### config.mk
export PLATFORM = sky130hd
export DESIGN_NAME = store_capture_fifo
export DESIGN_NICKNAME = d
export VERILOG_FILES = /design/src/rtl/store_capture_fifo.sv
export SDC_FILE = /design/constraint.sdc
export NUM_CORES = 1
export LEC_CHECK = 0
export BUFFER_PORTS_ARGS = -buffer_cell sky130_fd_sc_hd__buf_2
export CAP_MARGIN = 10
export CELL_PAD_IN_SITES_DETAIL_PLACEMENT = 1
export CELL_PAD_IN_SITES_GLOBAL_PLACEMENT = 1
export CORE_MARGIN = 4
export CORE_UTILIZATION = 40
export DETAILED_ROUTE_END_ITERATION = 8
export GPL_ROUTABILITY_DRIVEN = 1
export PLACE_DENSITY_LB_ADDON = 0.25
export SYNTH_ARGS = -nofsm -noshare
export SYNTH_HDL_FRONTEND = slang
export SYNTH_SLANG_ARGS = --single-unit
### constraint.sdc
create_clock -name clk -period 8.95 [get_ports clk]
set_input_delay 1.79 -clock clk [delete_from_list [all_inputs] [get_ports clk]]
set_output_delay 1.79 -clock clk [all_outputs]
set_load 0.05 [all_outputs]
### src/rtl/store_capture_fifo.sv
// -----------------------------------------------------------------------------
// store_capture_fifo
//   Snoops the CPU data-memory write port and queues every store whose address
//   lies in [ADDR_LO, ADDR_HI] into a DEPTH-entry FIFO. The FIFO drains through
//   a valid/ready port towards a debug sink. Also counts store cycles
//   (saturating) and raises a sticky flag when the completion-signature store
//   (DONE_DATA written to DONE_ADR) is seen.
//
// Ports
//   clk        in   rising-edge clock
//   reset      in   asynchronous active-low reset
//   clear      in   synchronous clear of FIFO, counters and flags
//   MemWrite   in   store strobe, one store per high cycle
//   DataAdr    in   store address
//   WriteData  in   store data
//   out_valid  out  FIFO head valid
//   out_ready  in   sink accepts head this cycle
//   out_adr    out  head entry address (0 when empty)
//   out_data   out  head entry data (0 when empty)
//   level      out  number of queued entries, 0..DEPTH
//   overflow   out  sticky: a captured store was dropped because FIFO was full
//   store_cnt  out  saturating count of MemWrite cycles
//   done       out  sticky: signature store seen
// -----------------------------------------------------------------------------
module store_capture_fifo #(
   parameter int unsigned DEPTH     = 8,
   parameter logic [31:0] ADDR_LO   = 32'h0000_0000,
   parameter logic [31:0] ADDR_HI   = 32'h0000_00FF,
   parameter logic [31:0] DONE_ADR  = 32'h0000_0064,
   parameter logic [31:0] DONE_DATA = 32'd7
) (
   input  logic                     clk,
   input  logic                     reset,
   input  logic                     clear,
   input  logic                     MemWrite,
   input  logic [31:0]              DataAdr,
   input  logic [31:0]              WriteData,
   output logic                     out_valid,
   input  logic                     out_ready,
   output logic [31:0]              out_adr,
   output logic [31:0]              out_data,
   output logic [$clog2(DEPTH):0]   level,
   output logic                     overflow,
   output logic [15:0]              store_cnt,
   output logic                     done
);

   localparam int unsigned PW = $clog2(DEPTH);
   localparam int unsigned LW = PW + 1;

   logic [63:0]   mem_q [DEPTH];

   logic [PW-1:0] wr_ptr_q, wr_ptr_d;
   logic [PW-1:0] rd_ptr_q, rd_ptr_d;
   logic [LW-1:0] level_q, level_d;
   logic          overflow_q, overflow_d;
   logic [15:0]   store_cnt_q, store_cnt_d;
   logic          done_q, done_d;

   logic          full;
   logic          empty;
   logic          in_window;
   logic          capture;
   logic          push;
   logic          pop;
   logic          done_hit;
   logic          mem_we;
   logic [63:0]   head;

   assign full  = (level_q == LW'(DEPTH));
   assign empty = (level_q == '0);

   // A constant leading 1 on both operands keeps the compare unsigned and
   // non-degenerate even when a window bound sits at 0 or all-ones.
   assign in_window = ({1'b1, DataAdr} >= {1'b1, ADDR_LO}) &&
                      ({1'b1, DataAdr} <= {1'b1, ADDR_HI});

   assign capture  = MemWrite && in_window;
   assign pop      = !empty && out_ready;
   assign push     = capture && (!full || pop);
   assign done_hit = MemWrite && (DataAdr == DONE_ADR) && (WriteData == DONE_DATA);
   assign mem_we   = push && !clear;

   always_comb begin
      wr_ptr_d    = wr_ptr_q;
      rd_ptr_d    = rd_ptr_q;
      level_d     = level_q;
      overflow_d  = overflow_q;
      store_cnt_d = store_cnt_q;
      done_d      = done_q;

      if (clear) begin
         wr_ptr_d    = '0;
         rd_ptr_d    = '0;
         level_d     = '0;
         overflow_d  = 1'b0;
         store_cnt_d = '0;
         done_d      = 1'b0;
      end else begin
         // DEPTH is a power of two, so pointer increments wrap naturally.
         if (push) wr_ptr_d = wr_ptr_q + 1'b1;
         if (pop)  rd_ptr_d = rd_ptr_q + 1'b1;

         unique case ({push, pop})
            2'b10:   level_d = level_q + 1'b1;
            2'b01:   level_d = level_q - 1'b1;
            default: level_d = level_q;
         endcase

         if (capture && !push)            overflow_d  = 1'b1;
         if (MemWrite && store_cnt_q != '1) store_cnt_d = store_cnt_q + 1'b1;
         if (done_hit)                    done_d      = 1'b1;
      end
   end

   always_ff @(posedge clk or negedge reset) begin
      if (!reset) begin
         wr_ptr_q    <= '0;
         rd_ptr_q    <= '0;
         level_q     <= '0;
         overflow_q  <= 1'b0;
         store_cnt_q <= '0;
         done_q      <= 1'b0;
      end else begin
         wr_ptr_q    <= wr_ptr_d;
         rd_ptr_q    <= rd_ptr_d;
         level_q     <= level_d;
         overflow_q  <= overflow_d;
         store_cnt_q <= store_cnt_d;
         done_q      <= done_d;
      end
   end

   // Storage needs no reset: the output is masked whenever the FIFO is empty.
   always_ff @(posedge clk) begin
      if (mem_we) mem_q[wr_ptr_q] <= {DataAdr, WriteData};
   end

   assign head      = mem_q[rd_ptr_q];
   assign out_valid = !empty;
   assign out_adr   = out_valid ? head[63:32] : '0;
   assign out_data  = out_valid ? head[31:0]  : '0;
   assign level     = level_q;
   assign overflow  = overflow_q;
   assign store_cnt = store_cnt_q;
   assign done      = done_q;

endmodule

==> key figures <==
Floorplanning
  – Die Width: around 240 microns
  – Initial core utilization: around two fifths
  – I/O Pins: approximately 160
  – Die area: 56500 sq um
  – Row cnt: between 80 and 90
  – Die Y: roughly 240 microns
  – Core region area: between 50000 and 60000 sq um

GRT
  – Antenna violations before repair: 8
  – First-pass GRT wire length: about 72 mm
  – Vias in the first global route: around 11000
  – Congestion Overflow GR: 0
  – GRT Util Overall: 16.9%
  – Largest net degree at the start of global routing: 70

Critical path
  – Worst-path cell chain: buf_4 > mux4_2 > mux2i_1 > nor2_1 > buf_2
  – Worst setup SP type: register
  – Setup slack, reg-to-reg: between 5000 and 6000 ps
  – Reg2Reg Depth: 11
  – Critical path data required time: about 7000 ps
  – Critical Path Slowest Stage Cell: dfrtp_4
  – Slowest stage delay, CP: around 1100 ps
  – R2r endpoint: level[3]
  – Crit end category: output pin
  – Worst path arrival time: approximately 3800 ps
  – Kind of critical path: register to output pin
  – Worst flop-to-flop path startpoint: level[1]
  – Max FO, Critical Path: 69

Route
  – DR pass1 iterations: 4
  – Highest routed metal layer: met5
  – Total wire length: ~48 mm
  – Via density: between 5 and 6
  – Antenna-violating nets left: 0
  – Starting DRT DRC Count: 694
  – Met2 WL post-DR: between 20 and 25 mm
  – DR vias: 10300
  – Met1 WL: just over 20 mm
  – Met3 Wirelength: between 2 and 3 mm
  – DRC viols: 0
  – Routed len/inst: between 20 and 25 microns

Hold path
  – HP Start: overflow
  – Hold path depth: 2
  – Sink of the worst hold path: overflow
  – Worst min-delay path class: register to register

Clocking
  – Max Root-Sink Buffers: 3
  – H-tree depth reported by CTS: 2
  – Clock slew at reported path FFs: about 60 ps
  – Hold-fix buffers, CTS: 0
  – Clk_lat worst skew: 600 ps
  – Clock sinks: 540
  – Gates resized, CTS repair: 0
  – Postcts setup bufs: 0
  – Root buf cell: clkbuf_16
  – CTS tree: yes
  – Num CTS Buffers: 57

Synthesis
  – Fraction of registers with async set/reset: under 10%
  – Yosys warning total: 0
  – Flops & latches, synth: between 500 and 600
  – Post-synthesis sequential area ratio: approximately 76%
  – Syn_nets: 1077
  – Netlist cell types: between 40 and 50
  – Cell count after synthesis: 1002
  – Avg Inst Size Synth: 21.1 sq um
  – Number of flops mapped to enable cells by yosys: approximately 510
  – Synthesized area: ~21000 sq um
  – Top_reg_cell synth: edfxtp_1

Flow run
  – Max_cap viols: 0

Timing
  – Least-Margin Pin Slew: 1160 ps
  – Final min period: ~5500 ps
  – Fin. Hold Viols: 0
  – Max-slew violations: 0
  – Max Freq: 0.180 GHz
  – Max-Slew Margin vs Limit: about 23%
  – Period utilization: between 60% and 70%
  – Setup Skew: about 13 ps
  – Setup WS post-layout: about 3400 ps
  – # setup viols final: 0
  – Total negative slack: 0 ps
  – RSZ-0062 raised after global routing: false

Place
  – Pre-CTS setup slack: ~3400 ps
  – Buffers on Ports: between 150 and 200
  – Detail Placement HPWL: 27.1 mm
  – Global placement routability congestion: approximately 0.73

Layout
  – Final net count: roughly 1300
  – Commonest non-fill, non-tap cell in the layout: edfxtp_1
  – Area grow syn2layout: 16.3%
  – Layout cells sized above 1: between 30% and 40%
  – Fillers: approximately 4800
  – Most frequent cells in the layout: 512 x edfxtp_1, 155 x buf_2, 128 x mux4_2

Outcome
  – Outcome: completed

Power
  – P_leak: around 7.9 nW
  – PD cells: 206 nW/um^2
  – Peak VDD IR: 155 uV
## worst max path at each step
stage / from / endpoint / slack, ps
final: rd_ptr_q[1] / out_adr[30] / 3400
after CTS: rd_ptr_q[1] / out_data[7] / 3280
after detailed placement: DataAdr[10] / mem_q[2][51] / 3410
after global placement: DataAdr[10] / mem_q[2][51] / 3460
after global routing: rd_ptr_q[1] / out_data[3] / 3240
after floorplan: DataAdr[10] / mem_q[5][0] / 2020
## layer usage
| layer | up-vias | track usage [%] |
|---|---|---|
| li1 | 4488 | - |
| met3 | 75 | 3.64 |
| met2 | 220 | 27.7 |
| met4 | 8 | 4.41 |
| met5 | - | 0 |
| met1 | 5467 | 23.4 |
## registers in the layout (all words and copies together) (netlist names)
register   cells
done           1
level          4
mem_q        512
overflow       1
rd_ptr_q       3
store_cnt     16
wr_ptr_q       3
## metrics by stage
step,utilization (%),instances,total power (W),area [sq um],hold WS (ps)
5_1_grt,47.4,1913,0.00522,24500,551
4_1_cts,47.4,1912,0.00511,24500,509
2_1_floorplan,-,1002,0.00283,21100,522
3_3_place_gp,44.0,1808,0.00288,22800,482
6_report,47.4,1917,0.00504,24500,497
3_5_place_dp,44.0,1808,0.00289,22800,494
## cell type report
| cell class | instances | area (sq um) | share of cell area [%] |
|---|---|---|---|
| Clock buffer | 68 | 1510 | 6.16 |
| Sequential cell | 540 | 16100 | 65.6 |
| Inverter | 1 | 3.75 | 0.0153 |
| Tap cell | 680 | 851 | 3.47 |
| Multi-Input combinational cell | 412 | 4900 | 20.0 |
| Antenna cell | 5 | 12.5 | 0.0510 |
| Timing Repair Buffer | 175 | 926 | 3.77 |
| Clock inverter | 36 | 238 | 0.969 |
## where the power goes
group	leakage [nW]	switching, W	internal [W]	total [W]
logic	2.03	0.0000507	0.0000149	0.0000656
registers	4.98	0.00000126	0.00276	0.00277
clock network	0.855	0.000955	0.00126	0.00221
## synth_stat cells, types with 2 or more instances
library cell,n,area [sq um]
mux2i_1,67,671
nor2b_1,3,18.8
xnor2_1,10,87.6
nand4_1,9,56.3
buf_2,13,65.1
edfxtp_1,512,15400
nand3_1,5,25.0
nor3_1,6,30.0
mux2_4,3,45.0
nand2_1,11,41.3
nor4b_2,3,45.0
a21o_1,2,15.0
o21ai_0,3,15.0
nor2_1,99,372
nand2b_1,3,18.8
a21oi_1,7,35.0
and2_1,4,25.0
clkbuf_1,29,109
nor4b_1,3,26.3
nor4_1,15,93.8
and4_1,2,17.5
xor2_1,8,70.1
mux4_2,128,2880
buf_1,6,22.5
dfrtp_1,28,701
ha_1,5,62.6
## critical path, delay by kind of cell, from the launching register on
| kind | cells | cell delay [ps] |
|---|---|---|
| buffers and inverters | 2 | 1200 |
| flip-flops | 1 | 1110 |
| multiplexers | 2 | 420 |
| AND/OR/NAND/NOR | 1 | 260 |
## logic make-up (layout without fill, tap and decap cells)
kind of cell / Yosys count / after routing / share of synthesized area [%]
multiplexers: 198 / 198 / 17.1
flip-flops: 540 / 540 / 76.2
XOR/XNOR: 18 / 18 / 0.747
AO/OA/AOI/OAI: 17 / 17 / 0.557
adder cells (fa/ha/maj): 6 / 6 / 0.391
AND/OR/NAND/NOR: 173 / 173 / 4.08
buffers and inverters: 50 / 280 / 0.973
other: 0 / 5 / 0
Power figures use the tool's default switching activity.
